`src/rtl/block_stream_emitter.sv`:
```
// Serializes BEGIN/END/WORD token commands into a space-prefixed ASCII byte stream, one byte per clock,
// while tracking the nesting depth emitted so far and whether the stream is balanced.
module block_stream_emitter #(
  parameter int DEPTH_W = 8
) (
  input  logic               clk,
  input  logic               reset,
  input  logic               cmd_valid,
  input  logic [1:0]         cmd,
  input  logic [7:0]         cmd_char,
  input  logic [4:0]         case_mask,
  output logic               cmd_ready,
  output logic [7:0]         out,
  output logic               out_valid,
  output logic [DEPTH_W-1:0] depth,
  output logic               underflow,
  output logic               overflow,
  output logic               balanced
);

  localparam logic [1:0] CMD_BEGIN = 2'b00;
  localparam logic [1:0] CMD_END   = 2'b01;
  localparam logic [1:0] CMD_WORD  = 2'b10;
  localparam logic [1:0] CMD_NOP   = 2'b11;

  typedef enum logic {IDLE, EMIT} state_e;

  state_e             state_q, state_d;
  logic [2:0]         idx_q, idx_d;
  logic [1:0]         cmd_q, cmd_d;
  logic [7:0]         char_q, char_d;
  logic [4:0]         mask_q, mask_d;
  logic [7:0]         out_q, out_d;
  logic               valid_q, valid_d;
  logic [DEPTH_W-1:0] depth_q, depth_d;
  logic               under_q, under_d;
  logic               over_q, over_d;
  logic               atLast;
  logic               xfer;

  function automatic logic [2:0] tokenLast(input logic [1:0] c);
    case (c)
      CMD_BEGIN: tokenLast = 3'd5;
      CMD_END:   tokenLast = 3'd3;
      default:   tokenLast = 3'd1;
    endcase
  endfunction

  // Keyword letter k sits at index k+1, so its case bit is mask[idx-1].
  function automatic logic [7:0] tokenChar(input logic [1:0] c, input logic [7:0] ch,
                                           input logic [4:0] m, input logic [2:0] idx);
    logic isLetter;
    tokenChar = 8'h20;
    isLetter  = 1'b0;
    case (c)
      CMD_BEGIN: begin
        isLetter = (idx != 3'd0);
        case (idx)
          3'd1:    tokenChar = 8'h62;
          3'd2:    tokenChar = 8'h65;
          3'd3:    tokenChar = 8'h67;
          3'd4:    tokenChar = 8'h69;
          3'd5:    tokenChar = 8'h6E;
          default: tokenChar = 8'h20;
        endcase
      end
      CMD_END: begin
        isLetter = (idx != 3'd0);
        case (idx)
          3'd1:    tokenChar = 8'h65;
          3'd2:    tokenChar = 8'h6E;
          3'd3:    tokenChar = 8'h64;
          default: tokenChar = 8'h20;
        endcase
      end
      CMD_WORD: begin
        if (idx == 3'd1) tokenChar = ch;
      end
      default: tokenChar = 8'h20;
    endcase
    if (isLetter && m[idx - 3'd1]) tokenChar = tokenChar - 8'h20;
  endfunction

  assign atLast    = (state_q == EMIT) && (idx_q == tokenLast(cmd_q));
  assign cmd_ready = (state_q == IDLE) || atLast;
  assign xfer      = cmd_valid && cmd_ready;

  always_comb begin
    state_d = IDLE;
    idx_d   = 3'd0;
    cmd_d   = cmd_q;
    char_d  = char_q;
    mask_d  = mask_q;
    out_d   = 8'h20;
    valid_d = 1'b0;
    depth_d = depth_q;
    under_d = under_q;
    over_d  = over_q;

    if (xfer) begin
      cmd_d  = cmd;
      char_d = cmd_char;
      mask_d = case_mask;
    end

    if (xfer && (cmd != CMD_NOP)) begin
      state_d = EMIT;
      out_d   = 8'h20;
      valid_d = 1'b1;
    end else if ((state_q == EMIT) && !atLast) begin
      state_d = EMIT;
      idx_d   = idx_q + 3'd1;
      out_d   = tokenChar(cmd_q, char_q, mask_q, idx_q + 3'd1);
      valid_d = 1'b1;
    end

    // Depth moves at acceptance time so the flags lead the emitted characters.
    if (xfer && (cmd == CMD_BEGIN)) begin
      if (depth_q == {DEPTH_W{1'b1}}) over_d = 1'b1;
      else                            depth_d = depth_q + DEPTH_W'(1);
    end else if (xfer && (cmd == CMD_END)) begin
      if (depth_q == '0) under_d = 1'b1;
      else               depth_d = depth_q - DEPTH_W'(1);
    end
  end

  always_ff @(posedge clk or negedge reset) begin
    if (!reset) begin
      state_q <= IDLE;
      idx_q   <= 3'd0;
      cmd_q   <= CMD_NOP;
      char_q  <= 8'h00;
      mask_q  <= 5'd0;
      out_q   <= 8'h20;
      valid_q <= 1'b0;
      depth_q <= '0;
      under_q <= 1'b0;
      over_q  <= 1'b0;
    end else begin
      state_q <= state_d;
      idx_q   <= idx_d;
      cmd_q   <= cmd_d;
      char_q  <= char_d;
      mask_q  <= mask_d;
      out_q   <= out_d;
      valid_q <= valid_d;
      depth_q <= depth_d;
      under_q <= under_d;
      over_q  <= over_d;
    end
  end

  assign out       = out_q;
  assign out_valid = valid_q;
  assign depth     = depth_q;
  assign underflow = under_q;
  assign overflow  = over_q;
  assign balanced  = (depth_q == '0) && !under_q;

endmodule

```
`config.mk`:
```
export PLATFORM = sky130hd
export DESIGN_NAME = block_stream_emitter
export DESIGN_NICKNAME = d
export VERILOG_FILES = /design/src/rtl/block_stream_emitter.sv
export SDC_FILE = /design/constraint.sdc
export NUM_CORES = 1
export LEC_CHECK = 0
export BUFFER_PORTS_ARGS = -buffer_cell sky130_fd_sc_hd__buf_2
export CAP_MARGIN = 20
export CORE_ASPECT_RATIO = 1.5
export CORE_MARGIN = 4
export CORE_UTILIZATION = 38
export DETAILED_ROUTE_END_ITERATION = 8
export GPL_TIMING_DRIVEN = 0
export SETUP_SLACK_MARGIN = 0.5
export SLEW_MARGIN = 15
export SYNTH_ARGS = -nofsm -noshare
export SYNTH_HDL_FRONTEND = slang
export SYNTH_SLANG_ARGS = --single-unit
```
`constraint.sdc`:
```
create_clock -name clk -period 4.9 [get_ports clk]
set_clock_uncertainty 0.05 [all_clocks]
set_input_delay 0.98 -clock clk [delete_from_list [all_inputs] [get_ports clk]]
set_output_delay 0.98 -clock clk [all_outputs]
set_load 0.005 [all_outputs]
```
# Word-level counts from Yosys, hierarchy flattened
# Cells that the tools add are included.
dict set report classes {
  addsub 5
  mul 0
  div 0
  magnitude_cmp 1
  eq_ne 13
  shift 0
  muxes 23
  bitwise 2
  reduce_logical 20
}
# cell n
set op_table {}
lappend op_table {{$mux W8} 10}
lappend op_table {{$pmux W7 S5} 1}
lappend op_table {{$pmux W8 S3} 1}
lappend op_table {{$pmux W7 S3} 1}
lappend op_table {{$add A8 B1 Y8 const B} 1}
lappend op_table {{$eq A8 B8 Y1 const B} 1}
lappend op_table {{$logic_and A1 B1 Y1} 8}
lappend op_table {{$logic_not A8 Y1} 1}
lappend op_table {{$sub A8 B1 Y8 const B} 1}
lappend op_table {{$sub A8 B6 Y8 const B} 1}
lappend op_table {{$eq A3 B2 Y1 const B} 2}
lappend op_table {{$eq A3 B3 Y1 const B} 2}
lappend op_table {{$mux W1} 6}
lappend op_table {{$mux W3} 2}
lappend op_table {{$ne A2 B2 Y1 const B} 3}
lappend op_table {{$pmux W3 S2} 1}
lappend op_table {{$reduce_and A3 Y1} 2}
lappend op_table {{$eq A2 B1 Y1 const B} 2}
lappend op_table {{$logic_not A2 Y1} 2}
lappend op_table {{$lt A3 B4 Y1 const B} 1}
lappend op_table {{$add A3 B1 Y3 const B} 1}
lappend op_table {{$bmux W1 S3} 1}
lappend op_table {{$eq A3 B1 Y1 const B} 1}
lappend op_table {{$eq A3 B3 Y1} 1}
lappend op_table {{other kinds (9)} 11}
dict set report totals {
  ff_bits 37
  latchBits 0
  ram_bits 0
  rom_bits 0
  inputBits 18
  out_inout_bits 21
  word_cells 73
  mem_count 0
}

# Longest topological paths before layout
dict set report depth {
  depth_word 12
  depth_mapped 10
  mapped_depth_nobuf 10
}

# Worst setup path before layout
# OpenSTA, ideal clock, no wires.
dict set report synth_timing {
  path_type {input-to-reg}
  startpoint {input port cmd_valid}
  endpoint {register depth_q[6], in the netlist depth[6]}
  arrival_time_ns 2.836
  t_required_ns 4.725
  slack_ns 1.889
  cell_stages 10
  cell_sequence {nor2b_1 > nand2b_1 > a21o_1 > fa_1 > a21o_1 > a21oi_1 > o21bai_1 > a21oi_1 > xnor2_1 > mux2_2}
}
dict set report synth_between {
  elab_chain_len 4
  word_cells_on_any_way 8
  cone_classes {eq/ne (2); mux (1); reduce/logical (5)}
}
# element line
set synth_lines {}
lappend synth_lines {{start: declaration} 8} ;# input logic cmd_valid,
lappend synth_lines {{$logic_and A1 B1 Y1 *} 86} ;# assign xfer = cmd_valid && cmd_ready;
lappend synth_lines {{$logic_and A1 B1 Y1 (on tied branches)} {118, 121}}
lappend synth_lines {{$ne A2 B2 Y1 (no source line) or $reduce_bool A2 Y1 (tied branches)} -}
lappend synth_lines {{$reduce_and A3 Y1 (no source line)} -}
lappend synth_lines {{end signal: assignment} 147} ;# depth_q <= depth_d;
lappend synth_lines {{end: declaration} 35} ;# logic [DEPTH_W-1:0] depth_q, depth_d;
# Every way passes the cells marked *; elsewhere a longest branch is shown, timed or not.
# A chain may end at the register's enable or synchronous reset.

# Worst setup path after layout
# Ends and elaborated chain as after synthesis.

==> run_results.csv <==
group,metric,value,unit
outcome,status,"finished, final reports clean",
critical_path,critPathMaxFanout,10,
global_route,overflow,0,
layout,nets,252,
detailed_routing,vias,1476,
sta,setup_tns,0,ps
global_route,grt_max_degree,38,
floorplan,core_area,0.00520,mm^2
cts,clk_pin_slew,70,ps
logic_synthesis,synth_top_family_by_area,"multiplexers",
floorplan,start_util,39.6,%
logic_synthesis,synthCells,175,
critical_path,slowest_delay,450,ps
floorplan,die_h,98.2,um
sta,timing.final.max_slew_violations,0,
place,pre_cts_ws,1550,ps
place,place_area,0.00234,mm^2
sta,max_freq,327,MHz
floorplan,io-pin-count,39,
detailed_routing,drcViolationCount,0,
global_route,grtUsageTotal,13.4,%
global_route,grt_pass1_wl,6.75,mm
layout,area_growth,17.7,%
sta,fin_crit_sh,62.5,%
floorplan,die-area,0.00669,mm^2
floorplan,row_count,32,
place,port_buffers,38,
cts,root_buffer,"clkbuf_8",
cts,cts_made_buffers,5,
logic_synthesis,synth-async-reset-ratio,100,%
logic_synthesis,ys_types,42,
logic_synthesis,synthXorXnorAreaFrac,4.25,%
detailed_routing,avgViaCountPerCell,5.11,
run,cap_violations,0,
logic_synthesis,syn_avg_cell_area,11.8,um^2
cts,cts_sinks,37,
critical_path,cpMaxStageDelayCell,"fa_1",
critical_path,path_cells,"buf_2, nor2b_1, nand2b_1, a21o_1, fa_1, a21o_1, a21oi_1, o21bai_1, a21oi_1, xnor2_1, mux2_2",
place,dp_hpwl,3.15,mm
power_and_ir_drop,peakVddDrop,0.000306,V
layout,nFillCells,528,
cts,cts.path.max_buffers,2,
critical_path,cp-end-kind,"flop",
detailed_routing,first_pass_iters,4,
sta,hold_viol,0,
logic_synthesis,yosysWarnings,0,
sta,max-slew-margin-rel,46.6,%
min_path,min_path_type,"reg -> reg",
detailed_routing,met2WireLength,2.26,mm
detailed_routing,wl_per_cell,14.4,um
critical_path,worst-setup-path-type,"in -> reg",
critical_path,cp_data_arrival_time,3180,ps
layout,final_layout_size_suffix_gt1_share,35.3,%
logic_synthesis,yosys.area_share.simple,12.4,%
critical_path,cp-start-kind,"input port",
detailed_routing,wl_met3,207,um
sta,rsz0062_at_grt,"no",
logic_synthesis,synthAdderAreaFrac,8.86,%
detailed_routing,wl_met1,1.59,mm
global_route,antenna_found_initial,0,
sta,fin_hold_ws,448,ps
detailed_routing,maxUsedRoutingLayer,"met4",
critical_path,cp.required,5020,ps
detailed_routing,drtAntennaViolNets,0,
logic_synthesis,netlist_area,0.00206,mm^2
floorplan,dieWidth,68.1,um
logic_synthesis,synth-edff-count,0,
place,gp_congestion,0.858,
logic_synthesis,muxShareOfSynthArea,14.9,%
logic_synthesis,syn_nets,207,
logic_synthesis,ys_ff_latch,37,
logic_synthesis,ys_seq_area_share,45.1,%
power_and_ir_drop,power_density,673,mW/mm^2
detailed_routing,first_iter_violations,114,
sta,fin_crit,3060,ps
cts,cts-hold-fix-buffers,0,
sta,setup_viol,0,
critical_path,reg2reg_slack,1850,ps
power_and_ir_drop,p_leak,1.10,nW
sta,worst_slew_pin_slew,801,ps
sta,fin_ws,1840,ps
cts,tritoncts,"built",
cts,insertion_delay,280,ps
cts,cts-htree-levels,2,
logic_synthesis,synth-main-ff-cell,"dfrtp_1",
cts,post_cts_buffers,0,
global_route,grt_pass1_vias,1471,
logic_synthesis,synth_compound_area_share,12.0,%
layout,diodes,0,
detailed_routing,wl,4.15,mm
layout,fin_area,0.00243,mm^2
cts,cts_resized,0,
-- critical path, delay by kind of cell --
family                   cells  cell delay (ps)
XOR/XNOR                     1               80
adder cells (fa/ha/maj)      1              450
AO/OA/AOI/OAI                5              990
AND/OR/NAND/NOR              2              340
multiplexers                 1              250
buffers and inverters        1              100
-- cells in the mapped netlist, types with 4 or more instances --
library cell	number	area (um^2)
dfrtp_1	34	851
ha_1	13	163
mux2_2	12	135
mux2_4	10	150
nand2_1	10	37.5
nor2_1	9	33.8
a21oi_1	7	35.0
xnor2_1	6	52.6
nor2b_1	5	31.3
clkbuf_1	4	15.0
inv_1	4	15.0
nor4_1	4	25.0
o21ai_0	4	20.0
xor2_1	4	35.0
-- area by class of cell --
type / instances / area (um^2) / share of cell area, %
sequential: 37 / 930 / 38.3
tap: 68 / 85.1 / 3.51
buffer: 6 / 37.5 / 1.55
multi-input combinational: 128 / 1080 / 44.5
timing repair buffer: 38 / 190 / 7.84
clock buffer: 8 / 90.1 / 3.71
inverter: 4 / 15.0 / 0.619
-- power breakdown --
group	leakage (nW)	internal, mW	switching (mW)
combinational	0.610	0.450	0.395
clock	0.0455	0.115	0.0984
sequential	0.449	0.448	0.127
total	1.10	1.01	0.620
-- state kept, by name, indices dropped and copies added, names as in the netlist --
register,count
cmd_q,2
depth,8
char_q,8
underflow,1
overflow,1
out,8
out_valid,1
idx_q,3
mask_q,5
-- cells in the final DEF (no fill, tap or decap), types with 4 or more instances in the layout --
cell type  count
buf_2         38
dfrtp_1       34
ha_1          13
mux2_2        12
nand2_1       10
mux2_4        10
nor2_1         9
a21oi_1        7
clkbuf_1       6
xnor2_1        6
clkbuf_8       6
nor2b_1        5
inv_1          4
nor4_1         4
o21ai_0        4
xor2_1         4
-- worst paths after layout --
kind | from | endpoint | cells after the start
max | cmd_valid | depth[6]$_DFFE_PN0P_ | 11
min | overflow$_DFFE_PN0P_ | overflow$_DFFE_PN0P_ | 1
max reg2reg | cmd_q[1]$_DFFE_PN1P_ | depth[6]$_DFFE_PN0P_ | 10
min reg2reg | overflow$_DFFE_PN0P_ | overflow$_DFFE_PN0P_ | 1
max in group asynchronous | reset | char_q[5]$_DFFE_PN0P_ | 1
min in group asynchronous | reset | mask_q[1]$_DFFE_PN0P_ | 1
-- stage by stage --
step,instances,utilization (%),power (mW)
4_1_cts,289,46.6,1.66
3_5_place_dp,281,44.9,1.44
3_3_place_gp,281,44.9,1.42
6_report,289,46.6,1.63
5_1_grt,289,46.6,1.78
2_1_floorplan,175,-,1.21
-- layer usage --
layer	vias up	global-route usage, %
met1	707	13.7
met5	-	0
met4	0	5.51
met2	34	24.9
met3	6	2.99
li1	729	-
-- cell families after synthesis --
| kind of cell | Yosys count |
|---|---|
| flip-flops | 37 |
| multiplexers | 23 |
| AO/OA/AOI/OAI | 34 |
| adder cells (fa/ha/maj) | 14 |
| buffers and inverters | 10 |
| AND/OR/NAND/NOR | 47 |
| XOR/XNOR | 10 |
No activity file was read; power rests on OpenSTA's default activity.
